### src/rtl/frame_ram_writer_pkg.sv
// Frame geometry shared by the frame RAM writer and the VGA read path.
// Holds the default image size, derived byte counts and the writer FSM states.
package frame_geom_pkg;

   localparam int DEF_IMG_W     = 128;
   localparam int DEF_IMG_H     = 128;
   localparam int DEF_ADDR_W    = 11;
   localparam int BYTES_PER_ROW = DEF_IMG_W / 8;
   localparam int FRAME_BYTES   = DEF_IMG_W * DEF_IMG_H / 8;

   typedef enum logic [1:0] {
      IDLE = 2'd0,
      FILL = 2'd1,
      LAST = 2'd2,
      DONE = 2'd3
   } state_t;

endpackage

### src/rtl/frame_ram_writer_if.sv
// Pixel stream in, RAM write port out.
// master = pixel source / RAM side, slave = the frame RAM writer.
interface frame_ram_writer_if
   import frame_geom_pkg::*;
#(
   parameter int ADDR_W = DEF_ADDR_W
);

   logic              pix_in;
   logic              pix_valid;
   logic              pix_ready;
   logic              ram_we;
   logic [ADDR_W-1:0] ram_addr;
   logic [7:0]        ram_wdata;

   modport master (
      output pix_in,
      output pix_valid,
      input  pix_ready,
      input  ram_we,
      input  ram_addr,
      input  ram_wdata
   );

   modport slave (
      input  pix_in,
      input  pix_valid,
      output pix_ready,
      output ram_we,
      output ram_addr,
      output ram_wdata
   );

endinterface

### src/rtl/frame_ram_writer_pixel_packer.sv
// Assembles 8 serial pixels into one byte; bit k holds pixel x = 8n + k.
// byte_data is the byte including the pixel being loaded this cycle, so the
// caller can capture the complete byte on the same edge as the 8th load.
module pixel_packer (
   input  logic       clk,
   input  logic       rst,
   input  logic       clear,
   input  logic       load,
   input  logic       pix,
   input  logic [2:0] bit_idx,
   output logic [7:0] byte_data,
   output logic       byte_full
);

   logic [7:0] pack_reg;
   logic [7:0] pack_next;

   // Per-bit merge of the incoming pixel into the assembly register.
   generate
      for (genvar gi = 0; gi < 8; gi++) begin : g_bit
         assign pack_next[gi] = (load && (bit_idx == 3'(gi))) ? pix : pack_reg[gi];
      end
   endgenerate

   assign byte_data = pack_next;
   assign byte_full = load && (bit_idx == 3'd7);

   // Assembly register; emptied once a byte has been handed off or a frame starts.
   always_ff @(posedge clk or posedge rst) begin
      if (rst) begin
         pack_reg <= '0;
      end else if (clear || byte_full) begin
         pack_reg <= '0;
      end else begin
         pack_reg <= pack_next;
      end
   end

endmodule

### src/rtl/frame_ram_writer.sv
// Frame RAM writer: fills a 1-bpp frame buffer from a serial pixel stream,
// packing 8 pixels per byte and issuing one RAM write per byte.
// Optional feature macro: FRAME_WRITER_CHECKSUM_EN adds frame_xsum, the
// running XOR of all bytes written in the current frame.
module frame_ram_writer
   import frame_geom_pkg::*;
#(
   parameter int IMG_W  = DEF_IMG_W,
   parameter int IMG_H  = DEF_IMG_H,
   parameter int ADDR_W = DEF_ADDR_W
) (
   input  logic              clk,
   input  logic              rst,
   input  logic              start,
   frame_ram_writer_if.slave bus,
   output logic              busy,
   output logic              frame_done
`ifdef FRAME_WRITER_CHECKSUM_EN
   ,
   output logic [7:0]        frame_xsum
`endif
);

   localparam int XW        = $clog2(IMG_W);
   localparam int YW        = $clog2(IMG_H);
   localparam int ROW_BYTES = IMG_W / 8;

   state_t            state_reg;
   state_t            state_next;
   logic [XW-1:0]     x_reg;
   logic [YW-1:0]     y_reg;
   logic              accept;
   logic              start_acc;
   logic              pix_ready;
   logic              last_pix;
   logic              byte_full;
   logic [7:0]        byte_data;
   logic [ADDR_W-1:0] byte_addr;
   logic              we_reg;
   logic [ADDR_W-1:0] addr_reg;
   logic [7:0]        wdata_reg;

   assign last_pix  = (x_reg == XW'(IMG_W - 1)) && (y_reg == YW'(IMG_H - 1));
   // Byte address of the pixel being accepted, taken before the counters advance.
   assign byte_addr = ADDR_W'(y_reg) * ADDR_W'(ROW_BYTES) + ADDR_W'(x_reg >> 3);

   // FSM state register.
   always_ff @(posedge clk or posedge rst) begin
      if (rst) begin
         state_reg <= IDLE;
      end else begin
         state_reg <= state_next;
      end
   end

   // FSM next state and state-decoded outputs; start is only honoured in IDLE.
   always_comb begin
      state_next = state_reg;
      pix_ready  = 1'b0;
      accept     = 1'b0;
      start_acc  = 1'b0;
      busy       = 1'b1;
      frame_done = 1'b0;
      case (state_reg)
         IDLE: begin
            busy = 1'b0;
            if (start) begin
               start_acc  = 1'b1;
               state_next = FILL;
            end
         end
         FILL: begin
            pix_ready = 1'b1;
            accept    = bus.pix_valid;
            if (bus.pix_valid && last_pix) begin
               state_next = LAST;
            end
         end
         LAST: begin
            state_next = DONE;
         end
         DONE: begin
            frame_done = 1'b1;
            state_next = IDLE;
         end
      endcase
   end

   // Raster position counters: x runs across the line, y steps on line wrap.
   always_ff @(posedge clk or posedge rst) begin
      if (rst) begin
         x_reg <= '0;
         y_reg <= '0;
      end else if (start_acc || (state_reg == DONE)) begin
         x_reg <= '0;
         y_reg <= '0;
      end else if (accept) begin
         if (x_reg == XW'(IMG_W - 1)) begin
            x_reg <= '0;
            y_reg <= (y_reg == YW'(IMG_H - 1)) ? '0 : y_reg + 1'b1;
         end else begin
            x_reg <= x_reg + 1'b1;
         end
      end
   end

   pixel_packer u_packer (
      .clk       (clk),
      .rst       (rst),
      .clear     (start_acc),
      .load      (accept),
      .pix       (bus.pix_in),
      .bit_idx   (x_reg[2:0]),
      .byte_data (byte_data),
      .byte_full (byte_full)
   );

   // RAM write registers: strobe for one cycle per byte, address/data hold otherwise.
   always_ff @(posedge clk or posedge rst) begin
      if (rst) begin
         we_reg    <= 1'b0;
         addr_reg  <= '0;
         wdata_reg <= '0;
      end else begin
         we_reg <= byte_full;
         if (byte_full) begin
            addr_reg  <= byte_addr;
            wdata_reg <= byte_data;
         end
      end
   end

   assign bus.pix_ready = pix_ready;
   assign bus.ram_we    = we_reg;
   assign bus.ram_addr  = addr_reg;
   assign bus.ram_wdata = wdata_reg;

`ifdef FRAME_WRITER_CHECKSUM_EN
   logic [7:0] xsum_reg;

   // Running XOR of written bytes, updated on the same edge the write is registered.
   always_ff @(posedge clk or posedge rst) begin
      if (rst) begin
         xsum_reg <= '0;
      end else if (start_acc) begin
         xsum_reg <= '0;
      end else if (byte_full) begin
         xsum_reg <= xsum_reg ^ byte_data;
      end
   end

   assign frame_xsum = xsum_reg;
`endif

endmodule

### src/flat_wrapper.sv
// flat-port wrapper written by rule: the top's interface ports become plain ports
module frame_ram_writer_flat import frame_geom_pkg::*;
#(
   parameter int IMG_W  = DEF_IMG_W,
   parameter int IMG_H  = DEF_IMG_H,
   parameter int ADDR_W = DEF_ADDR_W
)
  (clk, rst, start, busy, frame_done, bus_pix_in, bus_pix_valid, bus_pix_ready, bus_ram_we, bus_ram_addr, bus_ram_wdata);
  frame_ram_writer_if #(.ADDR_W(ADDR_W)) bus_i ();
  input  logic clk;
  input  logic rst;
  input  logic start;
  output logic busy;
  output logic frame_done;
  input wire logic [$bits(bus_i.pix_in)-1:0] bus_pix_in;
  input wire logic [$bits(bus_i.pix_valid)-1:0] bus_pix_valid;
  output wire logic [$bits(bus_i.pix_ready)-1:0] bus_pix_ready;
  output wire logic [$bits(bus_i.ram_we)-1:0] bus_ram_we;
  output wire logic [$bits(bus_i.ram_addr)-1:0] bus_ram_addr;
  output wire logic [$bits(bus_i.ram_wdata)-1:0] bus_ram_wdata;
  assign bus_i.pix_in = bus_pix_in;
  assign bus_i.pix_valid = bus_pix_valid;
  assign bus_pix_ready = bus_i.pix_ready;
  assign bus_ram_we = bus_i.ram_we;
  assign bus_ram_addr = bus_i.ram_addr;
  assign bus_ram_wdata = bus_i.ram_wdata;
  frame_ram_writer #(.IMG_W(IMG_W), .IMG_H(IMG_H), .ADDR_W(ADDR_W)) u_core (.clk(clk), .rst(rst), .start(start), .bus(bus_i), .busy(busy), .frame_done(frame_done));
endmodule
### config.mk
export PLATFORM = sky130hd
export DESIGN_NAME = frame_ram_writer_flat
export DESIGN_NICKNAME = d
export VERILOG_FILES = /design/src/rtl/frame_ram_writer_pkg.sv /design/src/rtl/frame_ram_writer_if.sv /design/src/rtl/frame_ram_writer_pixel_packer.sv /design/src/rtl/frame_ram_writer.sv /design/src/flat_wrapper.sv
export SDC_FILE = /design/constraint.sdc
export NUM_CORES = 1
export LEC_CHECK = 0
export CORE_AREA = 2 2 55 95
export DETAILED_ROUTE_END_ITERATION = 10
export DIE_AREA = 0 0 57 97
export PLACE_DENSITY = 0.65
export SKIP_CTS_REPAIR_TIMING = 1
export SYNTH_ARGS = -nofsm -noshare
export SYNTH_HDL_FRONTEND = slang
export SYNTH_SLANG_ARGS = --single-unit
### constraint.sdc
create_clock -name clk -period 2.8 [get_ports clk]
set_input_delay 0.84 -clock clk [delete_from_list [all_inputs] [get_ports clk]]
set_output_delay 0.84 -clock clk [all_outputs]
set_load 0.02 [all_outputs]
==> impl_results.md, run 1 <==
* Final Cycle Share at 0.930
* Area grow syn2layout at 21.2%
* Remaining DRCs at 0
* Die Wd at about 57 um
* Max reg flops at 11
* Post-synth top area cell: dfrtp_1
* Count of mapped cells out of synthesis at approximately 190
* Slew Viols, Final at 0
* Std-Cell Rows at 33
* Port Buffers at 27
* Die Area at 5530 um2
* Commonest non-fill, non-tap cells in the layout: dfrtp_1, nand2_1, clkdlybuf4s50_1
* Post-synth top area share at 0.523
* Worst path arrival time at 1.77 ns
* Antenna violations before repair at 0
* Netlist cell types at 34
* Via count at ~1.5k
* Synth Area per Inst at approximately 11 um2
* Pin count of the biggest net entering global routing at 44
* Final setup fails at 0
* Crit path max fanout at 7
* Share of layout cells above drive strength 1 at 0.110
* Antenna-violating nets left at 0
* Core ar. at approximately 4700 um2
* Setup TNS at 0 ns
* Clock skew at 0.00509 ns
* Die H at 97 um
* Yosys warning count at 0
* Kind of critical path: flip-flop to output port
* Worst-skew pair later-pin latency at 0.29 ns
* Initial core utilization at 0.437
* Synthesized flop and latch total at between 40 and 50
* Clk buf depth at 2
* Top Ports at 28
* DR WL/cell at 13.4 um
* Drt first pass iters at 4
* Post-DP HPWL at approximately 2.7 mm
* Worst-Margin Slew at around 0.52 ns
* Status: completed
* Vias in the first global route at about 1.5k
* Storage cell area at 1080 um2
* Reg clk slew, reported paths at approximately 0.08 ns
* Final Total Pwr at around 1.8 mW
* Req. time, crit path at approximately 2.0 ns
* RePlAce Congestion at 0.783
* Vias/cell at 5.25
* CP Launch Type: flip-flop
* Crit. Startpoint: u_core.state_reg[1]
* H-tree depth at 2
* Hold_sp: u_core.bus.ram_wdata[4]
* RR Startpoint: u_core.state_reg[1]
* CP Capture Type: output port
* GR Overflow Total at 0
* Post-Syn Area at a little over 2000 um2
* Max incr delay on CP at 0.66 ns
* Max IR drop VDD at between 0.0004 and 0.0005 V
* Clock sinks at 43
* Initial DRC count at 16
* Most frequently used flop master after synthesis: dfrtp_1
* Pwr Density at 705 nW/um2
* Synth area leaders: dfrtp_1, ha_1, mux2_2, nand2_1, mux2i_1
* Sequential-to-total area share from yosys stat at 0.523
* First-pass GRT wire length at roughly 6.9 mm
* Worst rel slew slack at 0.653
* Minimum clock period after layout at 2.61 ns
* Crit path cell chain: inv_1 -> ha_1 -> clkdlybuf4s50_1
* Final Hold Viols at 0
* RSZ-0062 raised after global routing: no
* Commonest non-fill, non-tap cell in the layout: dfrtp_1
* Antenna diodes at 0
* Filler cells at roughly 460
* Max Clock Freq at approximately 0.38 GHz
* Area occupied by multi-input gates at between 900 and 1000 um2
* Hold Slack at between 0.4 and 0.5 ns
* Post-synth EDFFs at 0
* Global-route usage over all layers at 0.156
* Max-cap viol count at 0
* Tightest Hold Check Type: flip-flop to flip-flop
* Clk root buf: clkbuf_8
* Routed wire length at ~3.7 mm
* CTS tree: built
* P_leak at about 1.2 nW
* Post-synth ARST share at 1.00
* Final #Nets at 243
* Slowest-stage cell, CP: clkdlybuf4s50_1
* Syn Nets at roughly 210
* TritonCTS Buffers at 5
## through the flow
stage | std cells | utilization | setup WS (ns) | area [um2]
finish | 279 | 0.530 | 0.195 | 2490
floorplan | 194 | - | 0.771 | 2060
global placement | 271 | 0.513 | 0.172 | 2410
global route | 279 | 0.530 | 0.105 | 2490
detailed placement | 271 | 0.513 | 0.140 | 2410
CTS | 279 | 0.530 | 0.183 | 2490
## layer usage
layer  vias to the layer above  track usage  part of all wire
met2                        24        0.275              0.53
met1                       705        0.184              0.42
met4                         0       0.0590             0.021
met5                         -            0                 0
met3                         7       0.0267             0.030
li1                        730            -                 -
## logic make-up (layout without fill, tap and decap cells)
family                     Yosys count  after routing  share of synthesized area
muxes                               21             21                      0.109
xor gates and xnor gates             3              3                     0.0128
buffers and inverters               18             51                     0.0347
adders and majority gates           12             12                     0.0729
AOI/OAI and AO/OA                   31             31                     0.0955
DFF                                 43             43                      0.523
and+or+nand+nor                     66             66                      0.153
## worst max-delay path: cells and delay by family, from the launching register on
| family | cells | cell delay (ns) |
|---|---|---|
| flip-flops | 1 | 0.41 |
| adder cells (fa/ha/maj) | 1 | 0.30 |
| buffers and inverters | 2 | 0.77 |
## power by group
part | internal, mW | switching, mW
Combinational | 0.257 | 0.260
Sequential | 0.771 | 0.0928
Clock | 0.175 | 0.204
Total | 1.20 | 0.557
## Yosys cell counts, types with 2 or more instances
cell and number:
xnor2_1 3, dfrtp_1 43, a21oi_1 8, nor2_1 15, nand2_1 27, nand3_1 8
inv_1 11, nand2b_1 2, or3_1 2, o21ai_0 10, or4_1 4, nor3_1 2
ha_1 12, mux2i_1 10, o31ai_1 4, mux2_2 11, clkbuf_1 5
## worst paths after layout
path                            slack (ns)  depth (start not counted)                       to
worst min-delay path                  0.48                          2  u_core.bus.ram_wdata[4]
worst min register to register        0.48                          2  u_core.bus.ram_wdata[4]
worst max register to register        0.71                          6          u_core.y_reg[6]
worst max-delay path                  0.19                          3            bus_pix_ready
max in group asynchronous             1.69                          3          u_core.x_reg[5]
min in group asynchronous             0.91                          3   u_core.bus.ram_addr[8]
## area by class of cell
cell class,count,area share
tap,52,0.0261
clock inverter,1,0.00201
timing repair buffer,32,0.128
sequential,43,0.431
clock buffer,7,0.0306
multi-input combinational,133,0.365
inverter,11,0.0165
Power figures use the tool's default switching activity.
==> run 2: changes to the inputs <==
- SKIP_LAST_GASP: unset -> 1
==> results of run 2 <==
Same layout as run 1: the final DEF is identical, and so are final timing and power.
